==> config.mk <==
export PLATFORM = sky130hd
export DESIGN_NAME = instruction_fetch
export DESIGN_NICKNAME = d
export VERILOG_FILES = /design/src/rtl/mips_pkg.sv /design/src/rtl/if_id_reg.sv /design/src/rtl/instruction_fetch.sv
export SDC_FILE = /design/constraint.sdc
export NUM_CORES = 1
export LEC_CHECK = 0
export ABC_AREA = 0
export CAP_MARGIN = 40
export CORE_MARGIN = 10
export CORE_UTILIZATION = 51
export CTS_CLUSTER_DIAMETER = 60
export DETAILED_ROUTE_END_ITERATION = 10
export PLACE_DENSITY = 0.9
export SKIP_LAST_GASP = 1
export SLEW_MARGIN = 10
export SYNTH_ARGS = -nofsm -noshare
export SYNTH_HDL_FRONTEND = slang
export SYNTH_HIERARCHICAL = 1
export SYNTH_SLANG_ARGS = --single-unit
==> constraint.sdc <==
create_clock -name clk -period 10.2 [get_ports clk]
set_clock_uncertainty 0.1 [all_clocks]
set_input_delay 2.55 -clock clk [delete_from_list [all_inputs] [get_ports clk]]
set_output_delay 2.55 -clock clk [all_outputs]
set_load 0.03 [all_outputs]
==> src/rtl/mips_pkg.sv <==
// Shared core definitions: datapath width, NOP encoding, fetch FSM states.
package mips_pkg;

  localparam int unsigned XLEN = 32;

  // sll $0,$0,0
  localparam logic [XLEN-1:0] NOP_INSTR_DEFAULT = 32'h0000_0000;

  localparam logic [XLEN-1:0] RESET_PC_DEFAULT = 32'h0000_0000;

  typedef enum logic {
    RUN    = 1'b0,
    HALTED = 1'b1
  } fetch_state_t;

endpackage

==> src/rtl/if_id_reg.sv <==
// IF/ID pipeline register with hold (load low) and squash controls.
module if_id_reg
  import mips_pkg::*;
#(
  parameter logic [XLEN-1:0] NOP_INSTR = NOP_INSTR_DEFAULT
) (
  input  logic            clk,
  input  logic            rst,
  input  logic            load_i,
  input  logic            squash_i,
  input  logic [XLEN-1:0] instr_i,
  input  logic [XLEN-1:0] pc_i,
  input  logic [XLEN-1:0] pc_plus4_i,
  output logic            valid_o,
  output logic [XLEN-1:0] instr_o,
  output logic [XLEN-1:0] pc_o,
  output logic [XLEN-1:0] pc_plus4_o
);

  logic            valid_q;
  logic [XLEN-1:0] instr_q;
  logic [XLEN-1:0] pc_q;
  logic [XLEN-1:0] pc_plus4_q;

  // Squash kills the slot but keeps its addresses; otherwise load or hold.
  always_ff @(posedge clk or posedge rst) begin
    if (rst) begin
      valid_q    <= 1'b0;
      instr_q    <= NOP_INSTR;
      pc_q       <= '0;
      pc_plus4_q <= '0;
    end else if (squash_i) begin
      valid_q    <= 1'b0;
      instr_q    <= NOP_INSTR;
    end else if (load_i) begin
      valid_q    <= 1'b1;
      instr_q    <= instr_i;
      pc_q       <= pc_i;
      pc_plus4_q <= pc_plus4_i;
    end
  end

  assign valid_o    = valid_q;
  assign instr_o    = instr_q;
  assign pc_o       = pc_q;
  assign pc_plus4_o = pc_plus4_q;

endmodule

==> src/rtl/instruction_fetch.sv <==
// Fetch stage: owns the PC, drives the instruction memory address and
// fills the IF/ID register; handles stall, redirect and halt.
module instruction_fetch
  import mips_pkg::*;
#(
  parameter logic [XLEN-1:0] RESET_PC  = RESET_PC_DEFAULT,
  parameter logic [XLEN-1:0] NOP_INSTR = NOP_INSTR_DEFAULT
) (
  input  logic            clk,
  input  logic            rst,
  output logic [XLEN-1:0] imem_addr,
  input  logic [XLEN-1:0] imem_data,
  input  logic            stall,
  input  logic            redirect_valid,
  input  logic [XLEN-1:0] redirect_pc,
  input  logic            halt_req,
  output logic            if_id_valid,
  output logic [XLEN-1:0] if_id_instr,
  output logic [XLEN-1:0] if_id_pc,
  output logic [XLEN-1:0] if_id_pc_plus4,
  output logic            halted
);

  fetch_state_t    state_q, state_d;
  logic [XLEN-1:0] pc_q, pc_d;
  logic [XLEN-1:0] pc_plus4;
  logic            load;
  logic            squash;

  assign pc_plus4 = pc_q + XLEN'(4);

  // FSM state register.
  always_ff @(posedge clk or posedge rst) begin
    if (rst) begin
      state_q <= RUN;
    end else begin
      state_q <= state_d;
    end
  end

  // Next state: redirect always returns to RUN, halt_req only acts in RUN.
  always_comb begin
    state_d = state_q;
    if (redirect_valid) begin
      state_d = RUN;
    end else if ((state_q == RUN) && halt_req) begin
      state_d = HALTED;
    end
  end

  // PC update and IF/ID controls in priority redirect > halt > stall > run.
  always_comb begin
    pc_d   = pc_q;
    load   = 1'b0;
    squash = 1'b0;
    if (redirect_valid) begin
      pc_d   = redirect_pc & 32'hFFFF_FFFC;
      squash = 1'b1;
    end else if (state_q == HALTED) begin
      squash = 1'b1;
    end else if (halt_req) begin
      squash = 1'b1;
    end else if (!stall) begin
      pc_d = pc_plus4;
      load = 1'b1;
    end
  end

  // Program counter register; drives the memory address directly.
  always_ff @(posedge clk or posedge rst) begin
    if (rst) begin
      pc_q <= RESET_PC;
    end else begin
      pc_q <= pc_d;
    end
  end

  if_id_reg #(
    .NOP_INSTR (NOP_INSTR)
  ) u_if_id_reg (
    .clk        (clk),
    .rst        (rst),
    .load_i     (load),
    .squash_i   (squash),
    .instr_i    (imem_data),
    .pc_i       (pc_q),
    .pc_plus4_i (pc_plus4),
    .valid_o    (if_id_valid),
    .instr_o    (if_id_instr),
    .pc_o       (if_id_pc),
    .pc_plus4_o (if_id_pc_plus4)
  );

  assign imem_addr = pc_q;
  assign halted    = (state_q == HALTED);

endmodule
==> metrics.md <==
| Metric | Value |
|---|---|
| GPL Wtd Cong | `0.865` |
| Layout area overhead | `42.0%` |
| Slew at the pin closest to its max-slew limit | `923 ps` |
| Max IR drop VDD | `119 uV` |
| Largest net degree at the start of global routing | `70` |
| CTS tree | `built` |
| Vias per cell | `5.60` |
| DR pass1 iterations | `5` |
| Post-DR wirelength/cell | `20.9 um` |
| Leading area contributor after synthesis | `dfrtp_1` |
| Combinational Power Share | `27.2%` |
| CTS Buf Count | `17` |
| Min Tclk post-route | `6080 ps` |
| PortBufs | `194` |
| Total chip power | `0.00182 W` |
| Longest Clk Path Bufs | `2` |
| Worst path required time | `10400 ps` |
| Core Region | `12200 um^2` |
| #FFs+latches synth | `128` |
| Final nets | `807` |
| M1 GR Usage | `26.3%` |
| Chip Width | `132 um` |
| Setup Viol. Count Final | `0` |
| Synth Instances | `552` |
| Synth top area cells | `dfrtp_1 (50%), mux2_4 (14%), mux2i_1 (5.2%), nor2_1 (3.9%), xnor2_1 (2.9%)` |
| Total Routing Usage GR | `22.1%` |
| Unrepaired setup endpoints after global routing | `no` |
| Die area | `17500 um^2` |
| Initial antenna violation count | `0` |
| Routing usage on met3 | `8.77%` |
| Fillers | `777` |
| Netlist cell types | `40` |
| ANT nets after route | `0` |
| Clock network power share | `37.3%` |
| Rel. slew slack | `37.9%` |
| Sequential share of power | `35.6%` |
| DR iter-0 viols | `507` |
| Max Clk Rate | `0.165 GHz` |
| Site row count | `40` |
| Switching share of power | `29.9%` |
| H-tree depth | `4` |
| CP arrival | `6280 ps` |
| Pwr/cell area | `200 nW/um^2` |
| WS Path Type | `primary input to flip-flop` |
| Run status | `completed` |
| Final hold vios | `0` |
| Clock transition at path regs | `60 ps` |
| Slew Viols, Final | `0` |
| Pleak | `3.76 nW` |
| Busiest grt layer | `met2` |
| Post-Synthesis Cell Area | `6410 um^2` |
| # DRC | `0` |
| Clock sink count | `128` |
| Sw power | `0.000543 W` |
| CTS root buf | `clkbuf_16` |
| Async SR Flop Fraction | `100%` |
| Post-synthesis sequential area ratio | `50.0%` |
| Vias in the first global route | `5555` |
| Post-CTS Setup Bufs | `0` |
| Post-CTS sizing | `0` |
| Hold buffer count at CTS | `0` |
| Avg Synthesized Cell Area | `11.6 um^2` |
| Starting Density | `52.7%` |
| Ant diodes | `0` |
| Top cells by count, synth | `dfrtp_1 (128), nor2_1 (66), mux2_4 (60)` |
| Layout cells sized above 1 | `15.2%` |
| CP Launch Type | `primary input` |
| Clk_lat worst skew | `420 ps` |
| Hold Crit Class | `flip-flop to flip-flop` |
| CP max FO | `47` |
| Overall routed net length | `19.2 mm` |
| Die H | `132 um` |
| Final HPWL DP | `13.7 mm` |
| Setup crit end kind | `flip-flop` |
| Gr ovfl total | `0` |
| Pint | `0.00128 W` |
| Post-synth EDFFs | `0` |
| Final Cycle Share | `59.6%` |
| Synth warn | `6` |
| Total of max-cap violations | `0` |
| Global-route wire length before repair | `31.1 mm` |
| Setup TNS | `0 ps` |
| Yosys top cell area share | `50.0%` |
| Most frequent cell after synthesis | `dfrtp_1` |
| Met2 Use GR | `35.3%` |
| Vias post-DR | `5144` |
| Top FF cell, synth | `dfrtp_1` |
| Top Ports | `199` |
==> metrics by stage <==
stage | hold WS (ps) | std cells | setup WS [ps] | util [%] | cell area [um^2]
floorplan | 566 | 557 | 5020 | - | 6430
global placement | 375 | 880 | 3060 | 68.4 | 8320
detailed placement | 382 | 885 | 3730 | 69.2 | 8410
CTS | 415 | 917 | 4150 | 74.6 | 9070
global route | 428 | 918 | 3970 | 74.8 | 9100
finish | 414 | 918 | 4120 | 74.8 | 9100
==> power groups by stage <==
| stage | Combinational [W] | Sequential [W] | Clock (W) |
|---|---|---|---|
| after floorplan | 0.000149 | 0.000775 | 0 |
| after global placement | 0.000482 | 0.000648 | 0 |
| after detailed placement | 0.000493 | 0.000651 | 0 |
| after CTS | 0.000497 | 0.000646 | 0.000687 |
| after global routing | 0.000518 | 0.000657 | 0.000711 |
| final | 0.000494 | 0.000647 | 0.000677 |
==> layout by cell type (no fill, tap or decap), types with 7 or more instances in the layout <==
master / instances
clkdlybuf4s50_1: 194
dfrtp_1: 128
nor2_1: 65
mux2_4: 60
mux2i_1: 33
nand2_1: 32
nand3_1: 23
xnor2_1: 21
xor2_1: 18
clkbuf_16: 17
a31oi_1: 16
o21ai_0: 16
nand4_1: 14
or4_1: 10
inv_1: 9
and3_1: 9
nor3_1: 8
o31ai_1: 8
nor4_1: 7
==> flip-flops by register name (all words and copies together), names as in the netlist <==
register / cells
u_if_id_reg/instr_o: 32
u_if_id_reg/pc_o: 32
u_if_id_reg/pc_plus4_o: 32
imem_addr: 30
halted: 1
u_if_id_reg/valid_o: 1
==> per-layer routing <==
layer / share of wire, % / vias to the layer above / wire length, um
met1: 40 / 2519 / 7630
li1: - / 2305 / -
met4: 2.1 / 0 / 404
met3: 10 / 37 / 1950
met2: 48 / 283 / 9200
met5: 0 / - / 0
==> critical path: stages <==
cell,delay [ps]
clkdlybuf4s50_1,460
or3_1,690
nor2_4,600
nor2b_4,710
buf_4,770
mux2_2,420
==> worst paths after layout <==
path / from / end / slack (ps) / depth (start not counted)
min: u_if_id_reg/pc_o[18]$_DFFE_PP0P_ / u_if_id_reg/pc_o[18]$_DFFE_PP0P_ / 410 / 1
min reg2reg: u_if_id_reg/pc_o[18]$_DFFE_PP0P_ / u_if_id_reg/pc_o[18]$_DFFE_PP0P_ / 410 / 1
max: halt_req / u_if_id_reg/pc_o[7]$_DFFE_PP0P_ / 4120 / 6
max reg2reg: halted$_DFFE_PP0P_ / u_if_id_reg/pc_o[7]$_DFFE_PP0P_ / 6290 / 5
max in group asynchronous: rst / u_if_id_reg/pc_o[4]$_DFFE_PP0P_ / 6780 / 4
min in group asynchronous: rst / u_if_id_reg/pc_plus4_o[7]$_DFFE_PP0P_ / 2400 / 2
==> cells by family after synthesis <==
family	count (synthesis)	synth area share, %
buf+inv	53	5.37
other cells	1	0.0585
flops	128	50.0
mux	97	19.9
compound gates	46	4.63
fa+ha+maj	1	0.195
simple gates	187	14.5
xor+xnor	39	5.33
==> area by class of cell <==
class,instances,area [um^2],share of cell area (%)
clock inverter,11,183,2.01
sequential,128,3200,35.2
timing repair buffer,204,2090,23.0
multi-input combinational,376,2890,31.8
tap,168,210,2.31
inverter,10,40.0,0.440
clock buffer,21,480,5.28
Power figures use the tool's default switching activity.
